**src/rtl/data_rate_decoder_if.sv**
```systemverilog
// Serial receive link and decoded-byte outputs of the data-rate decoder.
interface data_rate_decoder_if;
    logic       enable;
    logic       rx_in;
    logic [7:0] data_out;
    logic       data_valid;
    logic       frame_done;
    logic       header_error;
    logic       busy;

    modport master (
        output enable, rx_in,
        input  data_out, data_valid, frame_done, header_error, busy
    );

    modport slave (
        input  enable, rx_in,
        output data_out, data_valid, frame_done, header_error, busy
    );
endinterface

```
**src/rtl/data_rate_decoder.sv**
```systemverilog
// Mid-bit sampling frame decoder: 0x80 marker byte, then payload bytes MSB first.
module data_rate_decoder #(
    parameter int BIT_PERIOD    = 50,
    parameter int PAYLOAD_BYTES = 49
) (
    input logic                clock,
    input logic                reset,
    data_rate_decoder_if.slave bus
);
    localparam logic [15:0] HALF_LAST = 16'(BIT_PERIOD / 2 - 1);
    localparam logic [15:0] BIT_LAST  = 16'(BIT_PERIOD - 1);
    localparam logic [7:0]  BYTE_LAST = 8'(PAYLOAD_BYTES - 1);

    typedef enum logic [1:0] {IDLE, MARK, HDR, DATA} state_t;

    state_t      state_q, state_d;
    logic        sync1_q, rx_s_q, rx_d_q;
    logic [15:0] cnt_q, cnt_d;
    logic [2:0]  bit_cnt_q, bit_cnt_d;
    logic [7:0]  byte_cnt_q, byte_cnt_d;
    logic [6:0]  shreg_q, shreg_d;
    logic [7:0]  data_q, data_d;
    logic        valid_q, valid_d;
    logic        done_q, done_d;
    logic        herr_q, herr_d;
    logic        busy_q, busy_d;
    logic        rise, tick;

    assign rise = rx_s_q & ~rx_d_q;
    assign tick = (cnt_q == BIT_LAST);

    always_comb begin
        state_d    = state_q;
        cnt_d      = cnt_q;
        bit_cnt_d  = bit_cnt_q;
        byte_cnt_d = byte_cnt_q;
        shreg_d    = shreg_q;
        data_d     = data_q;
        valid_d    = 1'b0;
        done_d     = 1'b0;
        herr_d     = 1'b0;
        if (!bus.enable) begin
            state_d    = IDLE;
            cnt_d      = '0;
            bit_cnt_d  = '0;
            byte_cnt_d = '0;
        end else begin
            unique case (state_q)
                IDLE: begin
                    if (rise) begin
                        state_d = MARK;
                        cnt_d   = '0;
                    end
                end
                MARK: begin
                    cnt_d = cnt_q + 16'd1;
                    if (cnt_q == HALF_LAST) begin
                        // a pulse gone by mid-bit is line noise, not a marker
                        state_d   = rx_s_q ? HDR : IDLE;
                        cnt_d     = '0;
                        bit_cnt_d = '0;
                    end
                end
                HDR: begin
                    cnt_d = tick ? '0 : cnt_q + 16'd1;
                    if (tick) begin
                        if (rx_s_q) begin
                            herr_d  = 1'b1;
                            state_d = IDLE;
                        end else if (bit_cnt_q == 3'd6) begin
                            state_d    = DATA;
                            bit_cnt_d  = '0;
                            byte_cnt_d = '0;
                        end else begin
                            bit_cnt_d = bit_cnt_q + 3'd1;
                        end
                    end
                end
                DATA: begin
                    cnt_d = tick ? '0 : cnt_q + 16'd1;
                    if (tick) begin
                        shreg_d   = {shreg_q[5:0], rx_s_q};
                        bit_cnt_d = bit_cnt_q + 3'd1;
                        if (bit_cnt_q == 3'd7) begin
                            data_d     = {shreg_q, rx_s_q};
                            valid_d    = 1'b1;
                            byte_cnt_d = byte_cnt_q + 8'd1;
                            if (byte_cnt_q == BYTE_LAST) begin
                                done_d  = 1'b1;
                                state_d = IDLE;
                            end
                        end
                    end
                end
            endcase
        end
        // stay busy through the closing strobe so it drops one cycle later
        busy_d = (state_d != IDLE) | done_d | herr_d;
    end

    always_ff @(posedge clock or posedge reset) begin
        if (reset) begin
            sync1_q    <= 1'b0;
            rx_s_q     <= 1'b0;
            rx_d_q     <= 1'b0;
            state_q    <= IDLE;
            cnt_q      <= '0;
            bit_cnt_q  <= '0;
            byte_cnt_q <= '0;
            shreg_q    <= '0;
            data_q     <= '0;
            valid_q    <= 1'b0;
            done_q     <= 1'b0;
            herr_q     <= 1'b0;
            busy_q     <= 1'b0;
        end else begin
            sync1_q    <= bus.rx_in;
            rx_s_q     <= sync1_q;
            rx_d_q     <= rx_s_q;
            state_q    <= state_d;
            cnt_q      <= cnt_d;
            bit_cnt_q  <= bit_cnt_d;
            byte_cnt_q <= byte_cnt_d;
            shreg_q    <= shreg_d;
            data_q     <= data_d;
            valid_q    <= valid_d;
            done_q     <= done_d;
            herr_q     <= herr_d;
            busy_q     <= busy_d;
        end
    end

    assign bus.data_out     = data_q;
    assign bus.data_valid   = valid_q;
    assign bus.frame_done   = done_q;
    assign bus.header_error = herr_q;
    assign bus.busy         = busy_q;
endmodule

```
**src/flat_wrapper.sv**
```systemverilog
// flat-port wrapper written by rule: the top's interface ports become plain ports
module data_rate_decoder_flat 
#(
    parameter int BIT_PERIOD    = 50,
    parameter int PAYLOAD_BYTES = 49
)
  (clock, reset, bus_enable, bus_rx_in, bus_data_out, bus_data_valid, bus_frame_done, bus_header_error, bus_busy);
  data_rate_decoder_if bus_i ();
  input logic clock;
  input logic reset;
  input wire logic [$bits(bus_i.enable)-1:0] bus_enable;
  input wire logic [$bits(bus_i.rx_in)-1:0] bus_rx_in;
  output wire logic [$bits(bus_i.data_out)-1:0] bus_data_out;
  output wire logic [$bits(bus_i.data_valid)-1:0] bus_data_valid;
  output wire logic [$bits(bus_i.frame_done)-1:0] bus_frame_done;
  output wire logic [$bits(bus_i.header_error)-1:0] bus_header_error;
  output wire logic [$bits(bus_i.busy)-1:0] bus_busy;
  assign bus_i.enable = bus_enable;
  assign bus_i.rx_in = bus_rx_in;
  assign bus_data_out = bus_i.data_out;
  assign bus_data_valid = bus_i.data_valid;
  assign bus_frame_done = bus_i.frame_done;
  assign bus_header_error = bus_i.header_error;
  assign bus_busy = bus_i.busy;
  data_rate_decoder #(.BIT_PERIOD(BIT_PERIOD), .PAYLOAD_BYTES(PAYLOAD_BYTES)) u_core (.clock(clock), .reset(reset), .bus(bus_i));
endmodule
```
**config.mk**
```make
export PLATFORM = sky130hd
export DESIGN_NAME = data_rate_decoder_flat
export DESIGN_NICKNAME = d
export VERILOG_FILES = /design/src/rtl/data_rate_decoder_if.sv /design/src/rtl/data_rate_decoder.sv /design/src/flat_wrapper.sv
export SDC_FILE = /design/constraint.sdc
export NUM_CORES = 1
export LEC_CHECK = 0
export ABC_AREA = 1
export BUFFER_PORTS_ARGS = -buffer_cell sky130_fd_sc_hd__buf_2
export CAP_MARGIN = 20
export CORE_ASPECT_RATIO = 1.1
export CORE_MARGIN = 5
export CORE_UTILIZATION = 54
export DETAILED_ROUTE_END_ITERATION = 7
export GPL_TIMING_DRIVEN = 0
export PLACE_DENSITY = 0.8
export SYNTH_ARGS = -nofsm -noshare
export SYNTH_HDL_FRONTEND = slang
export SYNTH_SLANG_ARGS = --single-unit
```
**constraint.sdc**
```tcl
create_clock -name clock -period 2.2 [get_ports clock]
set_input_delay 0.44 -clock clock [delete_from_list [all_inputs] [get_ports clock]]
set_output_delay 0.44 -clock clock [all_outputs]
set_load 0.02 [all_outputs]
```
# After elaboration in Yosys (flattened, before gate mapping)
# Cells that the tools add are included.
word_totals:
  ff_bits: 51
  in_bits: 4
  output_inout_bits: 12
  word_cells: 87
classes:
  addsub: 3
  n_eq_ne: 17
  mux: 43
  n_bitwise: 4
  reduce_logical: 7
op_table:
  columns: ["operator", "n"]
  rows:
  - ["$mux 16", 4]
  - ["$mux 8", 6]
  - ["$pmux 16 s3", 1]
  - ["$mux 2", 10]
  - ["$mux 3", 6]
  - ["$ne 3x2->1 const B", 6]
  - ["$add 16x1->16 const B", 1]
  - ["$eq 16x5->1 const B", 1]
  - ["$eq 16x6->1 const B", 1]
  - ["$pmux 8 s2", 1]
  - ["$mux 1", 13]
  - ["$pmux 3 s3", 1]
  - ["$add 8x1->8 const B", 1]
  - ["$eq 8x6->1 const B", 1]
  - ["$pmux 2 s4", 1]
  - ["$eq 3x3->1 const B", 2]
  - ["$reduce_and 6->1", 1]
  - ["$reduce_and 5->1", 1]
  - ["$eq 2x2->1 const B", 2]
  - ["$ne 4x1->1 const B", 1]
  - ["$reduce_and 4->1", 1]
  - ["$add 3x1->3 const B", 1]
  - ["$ne 3x1->1 const B", 1]
  - ["$ne 3x3->1 const B", 1]
  - ["8 further kinds", 9]

# Depth between registers and ports, before layout
depth:
  ltp_word: 9
  ltp_mapped: 12
  depth_no_buf: 12

# Least setup slack after synthesis
# Ideal clock, no wire load.
synth_timing:
  path_kind: "reg-to-reg"
  from: "register u_core.cnt_q[1]"
  to: "register u_core.byte_cnt_q[5]"
  setup_time_ns: 0.122
  arrival_ns: 1.478
  required_ns: 2.078
  setup_slack_ns: 0.600
  path_stages_with_launch: 13
  path_buffers: 1
  synth_period_minus_slack_ns: 1.600
  cell_sequence: "dfrtp_1 inv_1 ha_1 nand3_1 nor2_4 nand2_4 inv_4 nand2_2 nand2_2 nand3_4 buf_6 nand2_1 o21ai_1"
synth_via:
  elab_chain_cells: 3
  elab_cells_between_ends: 4
  cone_classes: "eq/ne: 3; reduce/logical: 1"
synth_lines:
  columns: ["item", "line_no", "text"]
  rows:
  - ["start: declaration", "data_rate_decoder.sv:18", "logic [15:0] cnt_q, cnt_d;"]
  - ["start signal: assignment", "data_rate_decoder.sv:121", "cnt_q <= cnt_d;"]
  - ["$eq 16x6->1 *", "data_rate_decoder.sv:30", "assign tick = (cnt_q == BIT_LAST);"]
  - ["$ne 3x2->1 (no source line)", null, null]
  - ["$reduce_and 6->1 (no source line) *", null, null]
  - ["end signal: assignment", "data_rate_decoder.sv:123", "byte_cnt_q <= byte_cnt_d;"]
  - ["end: declaration", "data_rate_decoder.sv:20", "logic [7:0] byte_cnt_q, byte_cnt_d;"]
# Mark *: on every way between the ends. The rest lies on a longest branch, timed or not.
# A chain may end at the register's enable or synchronous reset.

# Worst setup path in the final report
# Ends and elaborated chain as after synthesis.

==> flow_metrics.py <==
metrics = {
    "run_status": {
        "status": "complete, no violations",
    },
    "global_route": {
        "initial_antenna_violation_count": 0,
        "grt_start_max_net_pins": 28,
        "gr-usage-all-layers": 0.1668,
        "first_global_vias": 2144,
        "global_route_wire_length_before_repair_um": 9101,
        "globalRouteOverflowTotal": 0,
    },
    "synthesis": {
        "summed_instance_area_of_the_synthesized_netlist_um2": 2743,
        "synth.yosys.warnings": 0,
        "synthesis.nets": 350,
        "flip_flop_and_latch_count_after_synthesis": 51,
        "synth_cell_type_count": 35,
        "sequential_cell_area_fraction_in_the_yosys_report": 0.4653,
        "postSynthCellCount": 338,
        "avg_cell_area_syn_um2": 8.114,
    },
    "worst_setup_path": {
        "critical_path.reg2reg.endpoint": "u_core.byte_cnt_q[5]",
        "worst-r2r-setup-slack_ps": 440,
        "reg2reg_from": "u_core.cnt_q[1]",
        "worst_ep_arrival_time_ps": 1960,
        "worstSetupStartpoint": "u_core.cnt_q[1]",
        "worst_ep_required_time_ps": 2410,
        "worstRegToRegCells": 10,
        "setup.worst_path.end": "u_core.byte_cnt_q[5]",
        "path_class": "reg2reg",
        "worstSetupStartpointType": "flip-flop",
        "critical_path.endpoint_type": "flip-flop",
        "critical_path.max_fanout": 10,
    },
    "sta": {
        "drv_slew": 0,
        "whs_ps": 154.9,
        "finalSetupViolations": 0,
        "fin_skew_ps": 9.070,
        "final_worst_path_cycle_share": 0.7979,
        "tns_ps": 0,
        "hold_viol_final": 0,
        "worst-slew-pin-transition_ps": 546.9,
        "remaining_max_slew_budget_at_the_tightest_pin": 0.6348,
        "clock.fmax_ghz": 0.5697,
        "final_period_minus_worst_setup_slack_ps": 1755,
        "rsz0062_at_grt": "no",
    },
    "drt": {
        "routed_wl_um": 5098,
        "ant_nets": 0,
        "dr_total_vias": 2188,
        "detailedRoute.firstPassIterationCount": 4,
        "route.detailed.wl_per_inst_um": 12.14,
        "vias_per_cell": 5.210,
        "drt-initial-drc-count": 115,
        "drc_errors": 0,
    },
    "cells_and_area": {
        "final_standard_cell_utilization_of_the_core": 0.6054,
        "synthesis_to_finish_area_growth_pct": 9.626,
        "finish.net_count": 373,
        "most_common_library_cell_in_the_layout_ignoring_fill_and_taps": "sky130_fd_sc_hd__nand2_1",
        "drive_above_1_share": 0.1740,
        "layout.cells.most_common_list": "sky130_fd_sc_hd__nand2_1 (75), sky130_fd_sc_hd__dfrtp_1 (51), sky130_fd_sc_hd__inv_1 (46), sky130_fd_sc_hd__nor2_1 (34), sky130_fd_sc_hd__nand3_1 (22)",
        "postLayoutCellArea_um2": 3007,
        "insertedDiodeCount": 0,
        "nFillCells": 437,
    },
    "clock_tree": {
        "clock_network_latency_to_the_later_pin_of_the_worst_skew_pair_ps": 310,
        "htree_num_levels": 2,
        "cts_hold_buffers": 0,
        "clk_pin_slew_worst_paths_ps": 100,
        "clkSinkCount": 51,
        "cts_buffer_depth": 2,
        "post-cts-setup-buffers": 0,
        "cts-buffers-inserted": 5,
        "cts_repair_resize_count": 0,
        "clock_tree.root_cell": "sky130_fd_sc_hd__clkbuf_8",
        "tritoncts": "built",
    },
    "power_and_ir_drop": {
        "pwr-share-clk": 0.354,
        "worst_voltage_drop_across_the_vdd_grid_uv": 319.4,
        "p_total_mw": 1.638,
        "power.net_switching_mw": 0.4239,
        "pwr-share-seq": 0.586,
        "pwr_density_cell_nw_per_um2": 544.9,
        "power.switching_fraction": 0.2587,
        "internal-power_mw": 1.214,
        "part_of_the_power_in_combinational_logic": 0.060,
        "power.static_leakage_nw": 1.511,
    },
    "placed_design": {
        "buffer_ports.inserted": 15,
        "place.detailed.hpwl_um": 3865,
        "post_dp_cell_area_um2": 2910,
        "gp_congestion": 0.8765,
    },
    "floorplanning": {
        "die_footprint_um2": 6606,
        "design.core.area_um2": 4966,
        "die_width_um": 77.95,
        "die_height_um": 84.75,
        "floorplan.initialDensity": 0.5523,
        "io-pin-count": 16,
        "num_rows": 27,
    },
    "job": {
        "max-cap-violations": 0,
    },
    "worst_hold_path": {
        "min_path_type": "in2async",
    },
}
[sequential cells by signal, indices dropped and copies added (netlist names)]
name and flops:
u_core.bus.data_valid 1, u_core.rx_s_q 1, u_core.rx_d_q 1, u_core.shreg_q 7, u_core.state_q 2, u_core.sync1_q 1, u_core.bus.frame_done 1, u_core.bit_cnt_q 3
u_core.bus.data_out 8, u_core.bus.header_error 1, u_core.cnt_q 16, u_core.bus.busy 1, u_core.byte_cnt_q 8
[logic make-up after synthesis]
logic type,after synthesis,share of synthesized area
AO/OA/AOI/OAI,43,0.09262
XOR/XNOR,8,0.02555
adder cells (fa/ha/maj),8,0.03650
buffers and inverters,59,0.08987
flip-flops,51,0.4653
AND/OR/NAND/NOR,169,0.2901
[metrics by stage]
stage / std cells / worst slack, ps
floorplan: 338 / 530.5
global placement: 411 / -69.84
detailed placement: 412 / 435.0
CTS: 420 / 423.6
global route: 420 / 237.4
finish: 420 / 444.7
[layer usage]
layer	track usage	wire length [µm]	vias to the layer above
li1	-	-	1122
met1	0.1997	2219	1014
met2	0.2885	2565	45
met3	0.04292	243	7
met4	0.05684	69	0
met5	0	0	-
[power by group through the flow]
| stage | clock, mW | combinational, mW | sequential [mW] |
|---|---|---|---|
| global route | 0.632 | 0.115 | 0.962 |
| CTS | 0.594 | 0.101 | 0.959 |
| global placement | 0 | 0.0948 | 0.977 |
| detailed placement | 0 | 0.101 | 0.978 |
| floorplan | 0 | 0.0701 | 0.977 |
| finish | 0.580 | 0.0989 | 0.959 |
[synth_stat cells, drive strengths merged]
| master | instances | area, µm² |
|---|---|---|
| a31oi | 1 | 6.260 |
| nor3 | 5 | 30.03 |
| nand3b | 1 | 7.510 |
| nand2 | 85 | 349.1 |
| xnor2 | 2 | 17.52 |
| ha | 8 | 100.1 |
| nor2 | 39 | 173.9 |
| o22ai | 1 | 6.260 |
| inv | 52 | 197.7 |
| o21ai | 34 | 192.7 |
| o211ai | 1 | 7.510 |
| nand4 | 12 | 75.07 |
| o2111ai | 1 | 8.760 |
| nand3 | 25 | 147.7 |
| or2 | 2 | 12.51 |
| a21o | 1 | 7.510 |
| xor2 | 6 | 52.55 |
| buf | 6 | 45.04 |
| a21oi | 2 | 10.01 |
| dfrtp | 51 | 1276 |
| clkinv | 1 | 3.750 |
| o21bai | 2 | 15.01 |
[worst min-delay path by stage]
stage	end	depth (start not counted)
after CTS	u_core.cnt_q[11]	2
after floorplan	u_core.rx_s_q	0
final	u_core.shreg_q[1]	2
after global placement	u_core.rx_s_q	0
after global routing	u_core.cnt_q[11]	2
after detailed placement	u_core.rx_s_q	0
[cell type report]
class,count,area (µm²),area share
multi-input cells,228,1220,0.4057
clock buffers,5,68.82,0.02289
inverters,53,201.4,0.06700
flip-flops and latches,51,1276,0.4245
clock inverters,3,27.53,0.009155
repair buffers,16,95.09,0.03163
well taps,58,72.57,0.02414
plain buffers,6,45.04,0.01498
[worst max-delay path: stages (launching register included)]
cell and delay (ps):
sky130_fd_sc_hd__dfrtp_1 420, sky130_fd_sc_hd__inv_1 100, sky130_fd_sc_hd__ha_1 140, sky130_fd_sc_hd__nand3_1 120, sky130_fd_sc_hd__nor2_4 190, sky130_fd_sc_hd__nand3_1 150, sky130_fd_sc_hd__nand3_2 140, sky130_fd_sc_hd__nand3_4 110
sky130_fd_sc_hd__buf_6 170, sky130_fd_sc_hd__nand2_1 50, sky130_fd_sc_hd__o21ai_1 60
Power figures use the tool's default switching activity.
